### src/rtl/fxyz_pkg.sv
// Shared definitions for the fxyz sweep sequencer: state encoding and vector constants.
package fxyz_pkg;

  typedef enum logic [1:0] {
    IDLE   = 2'd0,
    DRIVE  = 2'd1,
    SAMPLE = 2'd2,
    DONE   = 2'd3
  } state_t;

  localparam int NUM_VECTORS = 8;

  // Golden truth table for s1 = s2 = ~x | y, bit i = vector {x,y,z}.
  localparam logic [7:0] EXP_TT = 8'hCF;

endpackage

### src/rtl/settle_counter.sv
// Up-counter that measures a fixed settle window; expire is high in the last cycle of the window.
module settle_counter #(
  parameter int SETTLE = 2
) (
  input  logic clk,
  input  logic reset,
  input  logic load,
  input  logic enable,
  output logic expire
);

  localparam int W = $clog2(SETTLE) + 1;

  logic [W-1:0] cnt;

  always_ff @(posedge clk) begin
    if (reset || load) begin
      cnt <= '0;
    end else if (enable) begin
      cnt <= cnt + 1'b1;
    end
  end

  assign expire = (cnt == W'(SETTLE - 1));

endmodule

### src/rtl/fxyz_sweep_ctrl.sv
// Hardware sweep of one fxyz instance over all 8 input vectors, recording s1/s2 truth tables.
module fxyz_sweep_ctrl
  import fxyz_pkg::*;
#(
  parameter int SETTLE = 2
) (
  input  logic       clk,
  input  logic       reset,
  input  logic       start,
  input  logic       s1,
  input  logic       s2,
  output logic       x,
  output logic       y,
  output logic       z,
  output logic       busy,
  output logic       done,
  output logic [7:0] tt_s1,
  output logic [7:0] tt_s2,
  output logic [7:0] mismatch,
  output logic       equal
);

  localparam logic [2:0] LAST_IDX = 3'(NUM_VECTORS - 1);

  state_t     state, state_nx;
  logic [2:0] idx;
  logic       cnt_load, cnt_en, cnt_expire;
  logic [7:0] mismatch_nx;

  settle_counter #(.SETTLE(SETTLE)) u_settle (
    .clk    (clk),
    .reset  (reset),
    .load   (cnt_load),
    .enable (cnt_en),
    .expire (cnt_expire)
  );

  always_comb begin
    state_nx = state;
    cnt_load = 1'b0;
    cnt_en   = 1'b0;
    case (state)
      IDLE: begin
        if (start) begin
          state_nx = DRIVE;
          cnt_load = 1'b1;
        end
      end
      DRIVE: begin
        if (cnt_expire) begin
          state_nx = SAMPLE;
          cnt_load = 1'b1;
        end else begin
          cnt_en = 1'b1;
        end
      end
      SAMPLE: begin
        cnt_load = 1'b1;
        state_nx = (idx == LAST_IDX) ? DONE : DRIVE;
      end
      DONE: begin
        state_nx = IDLE;
      end
      default: state_nx = IDLE;
    endcase
  end

  always_comb begin
    mismatch_nx      = mismatch;
    mismatch_nx[idx] = s1 ^ s2;
  end

  // busy/done are registered from the next state so they line up with the state register.
  always_ff @(posedge clk) begin
    if (reset) begin
      state    <= IDLE;
      idx      <= '0;
      busy     <= 1'b0;
      done     <= 1'b0;
      tt_s1    <= '0;
      tt_s2    <= '0;
      mismatch <= '0;
      equal    <= 1'b0;
    end else begin
      state <= state_nx;
      busy  <= (state_nx == DRIVE) || (state_nx == SAMPLE);
      done  <= (state_nx == DONE);
      case (state)
        IDLE: begin
          if (start) begin
            idx      <= '0;
            tt_s1    <= '0;
            tt_s2    <= '0;
            mismatch <= '0;
            equal    <= 1'b0;
          end
        end
        SAMPLE: begin
          tt_s1[idx] <= s1;
          tt_s2[idx] <= s2;
          mismatch   <= mismatch_nx;
          if (idx == LAST_IDX) begin
            equal <= (mismatch_nx == '0);
          end else begin
            idx <= idx + 3'd1;
          end
        end
        DONE: idx <= '0;
        default: ;
      endcase
    end
  end

  assign {x, y, z} = idx;

endmodule
### config.mk
export PLATFORM = sky130hd
export DESIGN_NAME = fxyz_sweep_ctrl
export DESIGN_NICKNAME = d
export VERILOG_FILES = /design/src/rtl/fxyz_pkg.sv /design/src/rtl/settle_counter.sv /design/src/rtl/fxyz_sweep_ctrl.sv
export SDC_FILE = /design/constraint.sdc
export NUM_CORES = 1
export LEC_CHECK = 0
export ABC_AREA = 1
export BUFFER_PORTS_ARGS = -buffer_cell sky130_fd_sc_hd__buf_4
export CAP_MARGIN = 0
export CORE_ASPECT_RATIO = 1.5
export CORE_MARGIN = 2
export CORE_UTILIZATION = 28
export DETAILED_ROUTE_END_ITERATION = 6
export HOLD_SLACK_MARGIN = 0.15
export PLACE_DENSITY = 0.45
export SETUP_SLACK_MARGIN = 0.15
export SLEW_MARGIN = 5
export SYNTH_ARGS = -nofsm -noshare
export SYNTH_HDL_FRONTEND = slang
export SYNTH_HIERARCHICAL = 1
export SYNTH_SLANG_ARGS = --single-unit
### constraint.sdc
create_clock -name clk -period 2.1 [get_ports clk]
set_clock_uncertainty 0.1 [all_clocks]
set_input_delay 0.315 -clock clk [delete_from_list [all_inputs] [get_ports clk]]
set_output_delay 0.315 -clock clk [all_outputs]
set_load 0.1 [all_outputs]
==> results of run 1 <==
==> sequential cells by signal (all words and copies together), names as in the netlist <==
register      count
mismatch          8
tt_s1             8
tt_s2             8
idx               3
state             2
u_settle/cnt      2
busy              1
done              1
equal             1
==> metal layers <==
metal / track usage / up-vias / wire length (um) / share of wire
li1: - / 821 / - / -
met1: 0.158 / 708 / 1750 / 0.43
met2: 0.262 / 40 / 2050 / 0.50
met3: 0.0351 / 6 / 183 / 0.045
met4: 0.0729 / 0 / 108 / 0.026
met5: 0 / - / 0 / 0
==> per-stage QoR <==
step | instance area (um^2) | hold slack (ns) | total power [mW]
after floorplan | 1580 | 0.286 | 0.846
after global placement | 1910 | 0.352 | 0.902
after detailed placement | 1910 | 0.357 | 0.901
after CTS | 2000 | 0.316 | 1.42
after global routing | 2000 | 0.350 | 1.47
final | 2000 | 0.327 | 1.39
==> critical path: stages (launching register included) <==
cell and delay (ns):
dfxtp_2 0.47, ha_1 0.20, ha_1 0.16, inv_1 0.04, nor2_1 0.09, inv_1 0.09
nand2_1 0.17, a21oi_1 0.06, a211oi_1 0.18
==> cells by family after synthesis <==
kind of cell | count (synthesis) | synth area share
flops | 34 | 0.433
simple gates | 117 | 0.302
buf+inv | 36 | 0.0884
fa+ha+maj | 4 | 0.0318
compound gates | 44 | 0.145
==> Yosys cell counts (all sizes together) <==
cell type	n
nor3	1
o21ai	11
inv	29
clkinv	1
nand2	82
ha	4
nand3	15
buf	3
a21oi	30
a211oi	3
nor2	19
clkbuf	3
dfxtp	34
==> power by group through the flow <==
stage	Clock [mW]	Sequential [mW]	Combinational [mW]
finish	0.504	0.675	0.210
global route	0.553	0.677	0.237
CTS	0.529	0.675	0.212
detailed placement	0	0.689	0.212
global placement	0	0.690	0.211
floorplan	0	0.735	0.111
==> cell type report <==
class,instances,share of cell area
Tap cell,70,0.0438
Timing Repair Buffer,36,0.135
Multi-Input combinational cell,165,0.376
Clock inverter,1,0.00250
Inverter,30,0.0564
Sequential cell,34,0.343
Clock buffer,7,0.0432
==> worst paths after layout <==
check                                 to  slack (ns)  cells past startpoint     start
worst max-delay path              idx[1]        0.45                      8    idx[0]
worst min-delay path                busy        0.33                      2     reset
worst max register to register    idx[1]        0.45                      8    idx[0]
worst min register to register  tt_s1[0]        0.36                      2  tt_s1[0]
==> flow_summary.yaml, run 1 <==
run_status:
  status: "finished clean"
power_and_ir_drop:
  power.internal_mw: 0.978
  power.switching_mw: 0.411
  pwr-share-seq: 0.486
  leakagePower_nw: 0.886
  clkPwrFrac: 0.363
  p_per_area_nw_per_um2: 695
  vdd_drop_max_v: 0.000347
  switching_share: 0.296
  combPwrFrac: 0.151
sta:
  hold_viol: 0
  finalCritPeriodShare: 0.787
  period_needed_ns: 1.65
  maxSlewViolCount: 0
  fmax_ghz: 0.605
  tightest_slew_ns: 0.589
  max_slew_margin: 0.606
  tns_ns: 0
  rsz0062_at_grt: "no"
  setup_viol: 0
  setup_ws_ns: 0.448
cts:
  clockBufferDepth: 2
  htreeDepth: 2
  post_cts_buffers: 0
  cts_tree: "done"
  clock_latency_ns: 0.28
  numCtsBuffers: 5
  cts_hold_buf: 0
  ctsResizeCount: 0
  cts-root-buf: "clkbuf_8"
  clock_sinks: 34
  clk_pin_slew_ns: 0.07
logic_synthesis:
  syn_inst: 235
  netlist_area_um2: 1570
  ys_seq_elements: 34
  synth_top_area_share: 0.433
  synth_fp_nets: 244
  yosys_warnings: 6
  ys_seq_area_frac: 0.433
  synth.avg_cell_area_um2: 6.69
  synth_top_cells_by_area: "dfxtp_1, nand2_1, a21oi_1"
  synth_top_area_cell: "dfxtp_1"
  netlist-cell-type-count: 16
route:
  drt-initial-drc-count: 55
  post_drt_wl_per_cell_um: 11.9
  vias_per_cell: 4.59
  vias: 1575
  drt-total-wl_um: 4090
  detail-route-antenna-nets: 0
  drcViolationCount: 0
  drt_pass1_iterations: 6
critical_path:
  crit_required_ns: 2.19
  crit_fanout: 10
  cp-start-kind: "flop"
  crit_path_end_kind: "flop"
  path_class: "reg -> reg"
  arrival_ns: 1.74
cells_and_area:
  nets: 281
  layout_common_cells: "nand2_1, buf_4, dfxtp_1"
  final_cells: 343
  synthToLayoutAreaGrowth_pct: 27.1
  num-fill-cells: 657
  multi_input_area_um2: 752
  layout_commonest_cell: "nand2_1"
  final_core_util: 0.367
  antenna_cells: 0
  regArea_um2: 684
  drive_above_1_share: 0.205
floorplan:
  die_x_um: 65.2
  rows: 33
  start_util: 0.288
  die_h_um: 95.8
  pin_count: 35
  die-area_um2: 6240
  core-area_um2: 5450
placed_design:
  dpl.cell_count: 335
  dpl_worst_slack_ns: 0.461
  dpl.hpwl_um: 3010
  io_buffers: 34
  gp_congestion: 0.842
min_path:
  hold_class: "in -> reg"
global_routing:
  grt_pass1_vias: 1541
  grt_start_max_net_pins: 34
  grt_pass1_wl_um: 6920
  antenna_found_initial: 0
  overflow: 0
  track_usage: 0.146
job:
  cap_violations: 0
Power figures use the tool's default switching activity.
==> run 2: changes to the inputs <==
==> constraint.sdc (replaced) <==
create_clock -name clk -period 1.6 [get_ports clk]
set_clock_uncertainty 0.1 [all_clocks]
set_input_delay 0.24 -clock clk [delete_from_list [all_inputs] [get_ports clk]]
set_output_delay 0.24 -clock clk [all_outputs]
set_load 0.1 [all_outputs]
==> flow_summary.yaml, run 2 (synthesis results as in run 1) <==
run_status:
  status: "finished clean"
sta:
  rsz0062_at_grt: "yes"
  tightest_slew_ns: 0.372
  setup_viol: 0
  fmax_ghz: 0.678
  hold_viol: 0
  period_needed_ns: 1.47
  max_slew_margin: 0.752
  tns_ns: 0
  finalCritPeriodShare: 0.922
  maxSlewViolCount: 0
floorplan:
  start_util: 0.288
  rows: 33
  die_h_um: 95.8
  die-area_um2: 6240
  core-area_um2: 5450
  die_x_um: 65.2
  pin_count: 35
route:
  vias_per_cell: 4.50
  vias: 1606
  post_drt_wl_per_cell_um: 12.4
  detail-route-antenna-nets: 0
  drt-total-wl_um: 4420
  drcViolationCount: 0
  drt_pass1_iterations: 4
  drt-initial-drc-count: 75
critical_path:
  crit_fanout: 5
  crit_required_ns: 1.67
  reg2reg_depth: 9
  critical_path.slowest_cell: "dfxtp_4"
  worstPathCellList: "ha_4, ha_4, inv_2, nor2_2, inv_2, nand2_2, ha_4, inv_2, nor2_1"
  slowest_delay_ns: 0.38
  path_depth: 9
  cp-start-kind: "flop"
  ff2ff_setup_slack_ns: 0.13
  crit_path_end_kind: "flop"
  arrival_ns: 1.54
  crit_buf_inv: 3
  crit_family: "adder cells"
  path_class: "reg -> reg"
placed_design:
  dpl.cell_count: 343
  gp_congestion: 0.781
  dpl.hpwl_um: 3170
  io_buffers: 34
cts:
  clk_pin_slew_ns: 0.07
  cts-root-buf: "clkbuf_8"
  htreeDepth: 2
  cts_tree: "done"
  clock_latency_ns: 0.28
  clockBufferDepth: 2
  clock_sinks: 34
  numCtsBuffers: 5
job:
  cap_violations: 0
global_routing:
  antenna_found_initial: 0
  grt_pass1_wl_um: 7130
  track_usage: 0.151
  overflow: 0
  grt_start_max_net_pins: 34
  grt_pass1_vias: 1488
power_and_ir_drop:
  p_per_area_nw_per_um2: 856
  vdd_drop_max_v: 0.000398
  leakagePower_nw: 0.964
cells_and_area:
  drive_above_1_share: 0.331
  antenna_cells: 0
  final_cells: 357
  top_regs: "mismatch x8, tt_s1 x8, tt_s2 x8"
  synthToLayoutAreaGrowth_pct: 41.8
  num-fill-cells: 615
  nets: 295
  layout_commonest_cell: "nand2_1"
  layout_common_cells: "nand2_1, buf_4, a21oi_1"
min_path:
  holdPathStages: 2
  hold_class: "in -> reg"
[run 2: changes by cell type in the layout (fill, tap and decap cells not counted), moves of 4 or more]
cell / before / now
inv_1: 24 / 20
buf_4: 36 / 48
dfxtp_1: 31 / 23
dfxtp_2: 3 / 8
[run 2: path summary, 6_finish.rpt]
check            from  endpoint
max reg2reg    idx[1]      busy
max            idx[1]      busy
min reg2reg  tt_s1[2]  tt_s1[2]
min             reset      done
[run 2: stage by stage]
| step | area (um^2) | total power [mW] | setup slack, ns | util | hold WS (ns) |
|---|---|---|---|---|---|
| floorplan | 1630 | 1.12 | 0.0127 | - | 0.209 |
| global placement | 2010 | 1.21 | 0.0754 | 0.369 | 0.351 |
| detailed placement | 2010 | 1.21 | 0.0693 | 0.369 | 0.354 |
| CTS | 2120 | 1.89 | 0.126 | 0.388 | 0.251 |
| global route | 2230 | 2.00 | 0.0740 | 0.409 | 0.271 |
| finish | 2230 | 1.91 | 0.125 | 0.409 | 0.249 |
[run 2: final cells by class]
class | instances | area, um^2 | area share
clock buffer | 7 | 86.3 | 0.0387
clock inverter | 1 | 5.00 | 0.00225
inverter | 30 | 119 | 0.0533
multi-input combinational | 165 | 842 | 0.378
sequential | 34 | 702 | 0.315
tap | 70 | 87.6 | 0.0393
timing repair buffer | 50 | 387 | 0.173
[run 2: metal layers]
metal,GRT usage,vias to the layer above,wire (um)
met2,0.265,36,2200
met1,0.174,715,1970
met5,0,-,0
met4,0.0677,0,99
li1,-,848,-
met3,0.0327,7,149
[run 2: repair_timing]
item	CTS	global route
setup endpoints to repair	7	8
resized for setup	3	24
buffers inserted	1	5
pin swaps	0	4
endpoints found under the hold margin	0	0
hold buffers	0	0
[run 2: power breakdown]
| part | leakage (nW) | internal, mW | switching, mW | total [mW] |
|---|---|---|---|---|
| Combinational | 0.634 | 0.118 | 0.242 | 0.360 |
| Sequential | 0.281 | 0.861 | 0.0164 | 0.878 |
| Clock | 0.0482 | 0.347 | 0.322 | 0.669 |
